==> src/rtl/fractal_sync_nd_node.sv <==
// Purpose : N-child barrier aggregation node of the fractal sync tree; one entry per barrier id.
// Latency : root completion -> child response 1 cycle; upstream response -> child response 1 cycle.
// Backpr. : request ready per child from the entry state; upstream payload held until ready;
//           each child response port drains independently.
//
// Ports:
//   clk_i, rst_ni                      clock, asynchronous active-low reset
//   req_valid_i/req_ready_o            per-child arrival handshake (req_aggr_i, req_id_i payload)
//   rsp_valid_o/rsp_ready_i            per-child barrier release (rsp_id_o payload)
//   up_req_valid_o/up_req_ready_i      aggregated request to parent (up_req_aggr_o, up_req_id_o)
//   up_rsp_valid_i, up_rsp_id_i        parent release, always accepted
//   error_o                            one-cycle pulse for any protocol error in the previous cycle
//   busy_o                             some barrier id is not idle
// Optional: define FRACTAL_SYNC_ND_TIMEOUT_EN to abandon collections idle for TIMEOUT_CYCLES.

module fractal_sync_nd_node #(
    parameter int unsigned N_PORTS        = 4,
    parameter int unsigned LEVEL          = 0,
    parameter int unsigned AGGR_W         = 8,
    parameter int unsigned ID_W           = 2,
    parameter int unsigned TIMEOUT_CYCLES = 1024
) (
    input  logic                           clk_i,
    input  logic                           rst_ni,
    input  logic [N_PORTS-1:0]             req_valid_i,
    output logic [N_PORTS-1:0]             req_ready_o,
    input  logic [N_PORTS-1:0][AGGR_W-1:0] req_aggr_i,
    input  logic [N_PORTS-1:0][ID_W-1:0]   req_id_i,
    output logic [N_PORTS-1:0]             rsp_valid_o,
    input  logic [N_PORTS-1:0]             rsp_ready_i,
    output logic [N_PORTS-1:0][ID_W-1:0]   rsp_id_o,
    output logic                           up_req_valid_o,
    input  logic                           up_req_ready_i,
    output logic [AGGR_W-1:0]              up_req_aggr_o,
    output logic [ID_W-1:0]                up_req_id_o,
    input  logic                           up_rsp_valid_i,
    input  logic [ID_W-1:0]                up_rsp_id_i,
    output logic                           error_o,
    output logic                           busy_o
);

    localparam int N_IDS = 1 << ID_W;

    if (N_PORTS < 2 || AGGR_W <= LEVEL || TIMEOUT_CYCLES == 0) begin : g_bad_params
        $error("fractal_sync_nd_node: illegal parameter combination");
    end

    typedef enum logic [2:0] {
        ST_IDLE,
        ST_COLLECT,
        ST_SEND_UP,
        ST_WAIT_UP,
        ST_BCAST
    } state_e;

    state_e             state_q [N_IDS];
    state_e             state_d [N_IDS];
    logic [N_PORTS-1:0] mask_q  [N_IDS];
    logic [N_PORTS-1:0] mask_d  [N_IDS];
    logic [N_PORTS-1:0] pend_q  [N_IDS];
    logic [N_PORTS-1:0] pend_d  [N_IDS];
    logic [AGGR_W-1:0]  aggr_q  [N_IDS];
    logic [AGGR_W-1:0]  aggr_d  [N_IDS];
    logic [N_PORTS-1:0] rsp_clr [N_IDS];

    logic [N_PORTS-1:0] fire;
    logic               up_fire;
    logic               up_vld_q, up_vld_d;
    logic [ID_W-1:0]    up_id_q, up_id_d;
    logic [AGGR_W-1:0]  up_aggr_q, up_aggr_d;
    logic               err_q, err_d;

    // Per-entry scratch used while folding this cycle's arrivals.
    logic [AGGR_W-1:0]  ref_aggr;
    logic               have_ref;
    logic               arrived;
    logic [N_PORTS-1:0] new_mask;

`ifdef FRACTAL_SYNC_ND_TIMEOUT_EN
    localparam int unsigned TW = $clog2(TIMEOUT_CYCLES + 1);
    logic [TW-1:0] cnt_q [N_IDS];
    logic [TW-1:0] cnt_d [N_IDS];
`endif

    // A barrier is rooted here when no aggregation bit above this level is set.
    function automatic logic is_root(input logic [AGGR_W-1:0] a);
        return (a >> (LEVEL + 1)) == '0;
    endfunction

    always_comb begin
        for (int p = 0; p < N_PORTS; p++) begin
            req_ready_o[p] = (state_q[req_id_i[p]] == ST_IDLE) ||
                             (state_q[req_id_i[p]] == ST_COLLECT);
        end
    end

    assign fire    = req_valid_i & req_ready_o;
    assign up_fire = up_vld_q & up_req_ready_i;

    // Each child port serves the lowest broadcasting id it still owes a response.
    always_comb begin
        rsp_valid_o = '0;
        rsp_id_o    = '0;
        for (int i = 0; i < N_IDS; i++) begin
            rsp_clr[i] = '0;
        end
        for (int p = 0; p < N_PORTS; p++) begin
            for (int i = 0; i < N_IDS; i++) begin
                if (!rsp_valid_o[p] && state_q[i] == ST_BCAST && pend_q[i][p]) begin
                    rsp_valid_o[p] = 1'b1;
                    rsp_id_o[p]    = ID_W'(i);
                    rsp_clr[i][p]  = rsp_ready_i[p];
                end
            end
        end
    end

    always_comb begin
        err_d    = 1'b0;
        ref_aggr = '0;
        have_ref = 1'b0;
        arrived  = 1'b0;
        new_mask = '0;
        for (int i = 0; i < N_IDS; i++) begin
            state_d[i] = state_q[i];
            mask_d[i]  = mask_q[i];
            pend_d[i]  = pend_q[i];
            aggr_d[i]  = aggr_q[i];
`ifdef FRACTAL_SYNC_ND_TIMEOUT_EN
            cnt_d[i]   = '0;
`endif
            case (state_q[i])
                ST_IDLE, ST_COLLECT: begin
                    // In IDLE the first good arrival (lowest port) becomes the reference aggr.
                    have_ref = (state_q[i] == ST_COLLECT);
                    ref_aggr = aggr_q[i];
                    new_mask = mask_q[i];
                    arrived  = 1'b0;
                    for (int p = 0; p < N_PORTS; p++) begin
                        if (fire[p] && req_id_i[p] == ID_W'(i)) begin
                            if (!req_aggr_i[p][LEVEL]) begin
                                err_d = 1'b1;
                            end else if (have_ref && req_aggr_i[p] != ref_aggr) begin
                                err_d = 1'b1;
                            end else if (mask_q[i][p]) begin
                                err_d = 1'b1;
                            end else begin
                                new_mask[p] = 1'b1;
                                arrived     = 1'b1;
                                if (!have_ref) begin
                                    ref_aggr = req_aggr_i[p];
                                    have_ref = 1'b1;
                                end
                            end
                        end
                    end
                    if (arrived) begin
                        mask_d[i] = new_mask;
                        aggr_d[i] = ref_aggr;
                        if (&new_mask) begin
                            if (is_root(ref_aggr)) begin
                                state_d[i] = ST_BCAST;
                                pend_d[i]  = '1;
                            end else begin
                                state_d[i] = ST_SEND_UP;
                            end
                        end else begin
                            state_d[i] = ST_COLLECT;
                        end
                    end
`ifdef FRACTAL_SYNC_ND_TIMEOUT_EN
                    else if (state_q[i] == ST_COLLECT) begin
                        if (cnt_q[i] == TW'(TIMEOUT_CYCLES - 1)) begin
                            state_d[i] = ST_IDLE;
                            mask_d[i]  = '0;
                            err_d      = 1'b1;
                        end else begin
                            cnt_d[i] = cnt_q[i] + TW'(1);
                        end
                    end
`endif
                end
                ST_SEND_UP: begin
                    if (up_fire && up_id_q == ID_W'(i)) begin
                        state_d[i] = ST_WAIT_UP;
                    end
                end
                ST_WAIT_UP: begin
                    if (up_rsp_valid_i && up_rsp_id_i == ID_W'(i)) begin
                        state_d[i] = ST_BCAST;
                        pend_d[i]  = '1;
                    end
                end
                ST_BCAST: begin
                    pend_d[i] = pend_q[i] & ~rsp_clr[i];
                    if (pend_d[i] == '0) begin
                        state_d[i] = ST_IDLE;
                        mask_d[i]  = '0;
                    end
                end
                default: begin
                    state_d[i] = ST_IDLE;
                end
            endcase
        end
        if (up_rsp_valid_i && state_q[up_rsp_id_i] != ST_WAIT_UP) begin
            err_d = 1'b1;
        end
    end

    // Upstream slot: reload only when empty or draining, so the payload is stable under stall.
    always_comb begin
        up_vld_d  = up_vld_q;
        up_id_d   = up_id_q;
        up_aggr_d = up_aggr_q;
        if (!up_vld_q || up_fire) begin
            up_vld_d  = 1'b0;
            up_id_d   = '0;
            up_aggr_d = '0;
            for (int i = N_IDS - 1; i >= 0; i--) begin
                if (state_d[i] == ST_SEND_UP) begin
                    up_vld_d  = 1'b1;
                    up_id_d   = ID_W'(i);
                    up_aggr_d = aggr_d[i];
                end
            end
        end
    end

    always_comb begin
        busy_o = 1'b0;
        for (int i = 0; i < N_IDS; i++) begin
            if (state_q[i] != ST_IDLE) begin
                busy_o = 1'b1;
            end
        end
    end

    always_ff @(posedge clk_i or negedge rst_ni) begin
        if (!rst_ni) begin
            for (int i = 0; i < N_IDS; i++) begin
                state_q[i] <= ST_IDLE;
                mask_q[i]  <= '0;
                pend_q[i]  <= '0;
                aggr_q[i]  <= '0;
            end
            up_vld_q  <= 1'b0;
            up_id_q   <= '0;
            up_aggr_q <= '0;
            err_q     <= 1'b0;
        end else begin
            for (int i = 0; i < N_IDS; i++) begin
                state_q[i] <= state_d[i];
                mask_q[i]  <= mask_d[i];
                pend_q[i]  <= pend_d[i];
                aggr_q[i]  <= aggr_d[i];
            end
            up_vld_q  <= up_vld_d;
            up_id_q   <= up_id_d;
            up_aggr_q <= up_aggr_d;
            err_q     <= err_d;
        end
    end

`ifdef FRACTAL_SYNC_ND_TIMEOUT_EN
    always_ff @(posedge clk_i or negedge rst_ni) begin
        if (!rst_ni) begin
            for (int i = 0; i < N_IDS; i++) begin
                cnt_q[i] <= '0;
            end
        end else begin
            for (int i = 0; i < N_IDS; i++) begin
                cnt_q[i] <= cnt_d[i];
            end
        end
    end
`endif

    assign up_req_valid_o = up_vld_q;
    assign up_req_id_o    = up_id_q;
    assign up_req_aggr_o  = up_aggr_q;
    assign error_o        = err_q;

endmodule

==> config.mk <==
export PLATFORM = sky130hd
export DESIGN_NAME = fractal_sync_nd_node
export DESIGN_NICKNAME = d
export VERILOG_FILES = /design/src/rtl/fractal_sync_nd_node.sv
export SDC_FILE = /design/constraint.sdc
export NUM_CORES = 1
export LEC_CHECK = 0
export CORE_UTILIZATION = 35
export CTS_CLUSTER_DIAMETER = 100
export DETAILED_ROUTE_END_ITERATION = 10
export SYNTH_ARGS = -nofsm -noshare
export SYNTH_HDL_FRONTEND = slang
export SYNTH_SLANG_ARGS = --single-unit
==> constraint.sdc <==
create_clock -name clk_i -period 5.1 [get_ports clk_i]
set_input_delay 1.02 -clock clk_i [delete_from_list [all_inputs] [get_ports clk_i]]
set_output_delay 1.02 -clock clk_i [all_outputs]
set_load 0.01 [all_outputs]
==> results.json <==
{
  "worstPathCellList": "clkdlybuf4s50_1 > buf_4 > buf_4 > nor4b_1 > buf_4 > nand2_1 > mux2i_1 > nand2_1 > a41o_1 > a222oi_1 > o21ai_0 > o211a_1 > a21o_1 > a2111oi_1 > a221oi_1",
  "diodes": 0,
  "seq_area_frac_synth_pct": 21.3,
  "async_reset_ff_share_pct": 100,
  "worst_slew_pin_slew_ns": 0.884,
  "clkPwrFrac_pct": 13.6,
  "synth_top_area_cell": "dfrtp_1",
  "synth.most_common_cell": "nand2_1",
  "p_sw_mw": 2.52,
  "cts_buffers": 9,
  "r2r-start": "state_q[5]$_DFF_PN0_",
  "relSlewSlack_pct": 40.5,
  "cp.arrival_ns": 5.23,
  "cts_root_buf": "clkbuf_16",
  "power.leakage_nw": 5.52,
  "synth-seq-cells": 88,
  "clk_latency_ns": 0.37,
  "switching_share_pct": 49.8,
  "cts_sinks": 88,
  "die-area_um2": 30200,
  "hpwl_um": 46600,
  "synth.area.top_cells": "dfrtp_1, xnor2_1, nand2_1, a21oi_1, nor2_1",
  "worstSetupStartpointType": "input pin",
  "antenna_found_initial": 0,
  "intPower_mw": 2.53,
  "total_power_mw": 5.05,
  "grt_overflow": 0,
  "die_x_um": 174,
  "crit_path_frequent_cell": "buf_4",
  "clkTransAtPathRegs_ns": 0.07,
  "yosys_warnings": 0,
  "cp_slowest_stage_delay_ns": 0.63,
  "final-max-slew-violation-count": 0,
  "period_minus_slack_ns": 5.02,
  "setup_viol": 0,
  "syn_to_final_growth_pct": 32.6,
  "synthFlopType": "dfrtp_1",
  "dr_total_vias": 13554,
  "hp-class": "flip-flop to flip-flop",
  "crit_end": "up_req_aggr_o[5]$_DFFE_PN0P_",
  "fin_cells": 2056,
  "ys_top_cells_by_count": "nand2_1, nor2_1, dfrtp_1, a21oi_1, clkbuf_1",
  "via_per_inst": 6.59,
  "critPathKind": "input pin to flip-flop",
  "peakVddDrop_mv": 0.183,
  "ys_types": 105,
  "nNetsFinal": 1721,
  "yosys.area.top_type_share_pct": 21.3,
  "clock.fmax_mhz": 199,
  "dp_cells": 2038,
  "cts_max_path_buffers": 2,
  "fin_crit_sh_pct": 98.5,
  "p_per_area_nw_per_um2": 368,
  "fp.dieH_um": 174,
  "cpMaxStageDelayCell": "a2111oi_1",
  "drc_errors": 0,
  "initial_core_util_pct": 35.8,
  "maxCapViolations": 0,
  "setup_tns_ns": 0,
  "pwr-share-comb_pct": 59.1,
  "holdWs_ns": 0.535,
  "cts_tree": "yes",
  "grt_start_max_net_pins": 47,
  "routed_wl_um": 58300,
  "place.gp.congestion": 1.05,
  "wl_per_cell_um": 28.4,
  "synth_edf_count": 0,
  "htreeDepth": 3,
  "reg2reg_to": "up_req_aggr_o[5]$_DFFE_PN0P_",
  "synth_fp_nets": 1450,
  "min_from": "pend_q[7]$_DFFE_PN0P_",
  "finalHoldViolations": 0,
  "core_area_um2": 28900,
  "grt_pass1_wl_um": 85100,
  "skew_ns": 0.0122,
  "crit_fanout": 7,
  "grt_pass1_vias": 12742,
  "std_cell_rows": 62,
  "synthCells": 1396,
  "crit_path_end_kind": "flip-flop",
  "run_status": "complete, no violations",
  "p_seq_share_pct": 27.3,
  "layout-drive-gt1-share_pct": 22.8,
  "drt_pass1_iterations": 8,
  "syn_area_per_cell_um2": 7.40,
  "drt_iter0_markers": 1729,
  "port_buffers": 82,
  "grt_usage_pct": 38.2,
  "netlist_area_um2": 10300,
  "critPathLaunch": "req_id_i[0]",
  "worst_ep_required_time_ns": 5.31,
  "ant_nets": 0,
  "r2r_slack_ns": 0.49,
  "io_pins": 83,
  "reg2regPathDepth": 12
}
## worst min-delay path by stage
| stage | to | slack (ns) | cells past startpoint |
|---|---|---|---|
| 2_1_floorplan | pend_q[7]$_DFFE_PN0P_ | 0.48 | 1 |
| 3_3_place_gp | pend_q[7]$_DFFE_PN0P_ | 0.50 | 1 |
| 3_5_place_dp | pend_q[7]$_DFFE_PN0P_ | 0.51 | 1 |
| 4_1_cts | pend_q[7]$_DFFE_PN0P_ | 0.53 | 1 |
| 5_1_grt | pend_q[7]$_DFFE_PN0P_ | 0.55 | 1 |
| 6_report | pend_q[7]$_DFFE_PN0P_ | 0.54 | 1 |
## worst max-delay path: cells and delay by family
family,cells,cell delay (ns)
compound gates,7,2.37
buf+inv,4,1.08
mux,1,0.18
simple gates,3,0.56
## state kept, by name, indices dropped and copies added (netlist names)
signal	cells
aggr_q	32
mask_q	16
pend_q	16
state_q	12
up_req_aggr_o	8
up_req_id_o	2
error_o	1
up_req_valid_o	1
## power groups by stage
stage	clock network [mW]	registers, mW	logic (mW)
floorplan	0	1.12	1.78
detailed placement	0	1.36	2.85
global route	0.708	1.39	3.16
global placement	0	1.36	2.85
finish	0.685	1.38	2.98
CTS	0.682	1.35	2.87
## routing by layer
layer	wire length, um	global-route usage (%)
met1	23400	51.0
met3	6280	6.84
met2	24800	58.3
met5	0	0
met4	3780	20.5
## stage by stage
| step | worst slack [ns] | cell area [um^2] | utilization, % |
|---|---|---|---|
| global placement | -0.374 | 13400 | 46.3 |
| global route | -0.0525 | 13700 | 47.5 |
| detailed placement | -0.280 | 13400 | 46.3 |
| CTS | 0.0400 | 13600 | 47.3 |
| floorplan | 0.933 | 10300 | - |
| finish | 0.0752 | 13700 | 47.5 |
## cell usage in the layout, fill, tap and decap left out, types with 18 or more instances in the layout
| master | instances |
|---|---|
| a211oi_1 | 22 |
| a21oi_1 | 81 |
| a221oi_1 | 27 |
| a31oi_1 | 27 |
| buf_4 | 290 |
| clkdlybuf4s50_1 | 81 |
| dfrtp_1 | 88 |
| inv_1 | 62 |
| nand2_1 | 153 |
| nand3_1 | 56 |
| nand4_1 | 33 |
| nor2_1 | 104 |
| nor2b_1 | 18 |
| nor3_1 | 38 |
| nor4_1 | 23 |
| o21ai_0 | 48 |
| o22ai_1 | 23 |
| o31ai_1 | 22 |
| xnor2_1 | 68 |
| xor2_1 | 22 |
## timing repair
item,CTS,global route
resized for setup,0,8
hold buffers,0,0
endpoints found under the setup margin,0,13
setup buffers,0,2
## cells by family (layout without fill, tap and decap cells)
logic type      count (synthesis)  after routing  share of synthesized area [%]
flops                          88             88                           21.3
buf+inv                       175            451                           7.05
mux                            16             16                           1.92
compound gates                460            460                           33.0
simple gates                  567            567                           29.1
xor+xnor                       90             90                           7.63
## final cells by class
type | instances | area [um^2]
fill | 2989 | 15200
multi-input combinational | 1133 | 7480
timing repair buffer | 373 | 3030
sequential | 88 | 2200
tap | 384 | 480
clock buffer | 11 | 243
inverter | 62 | 233
clock inverter | 5 | 40.0
Power figures use the tool's default switching activity.
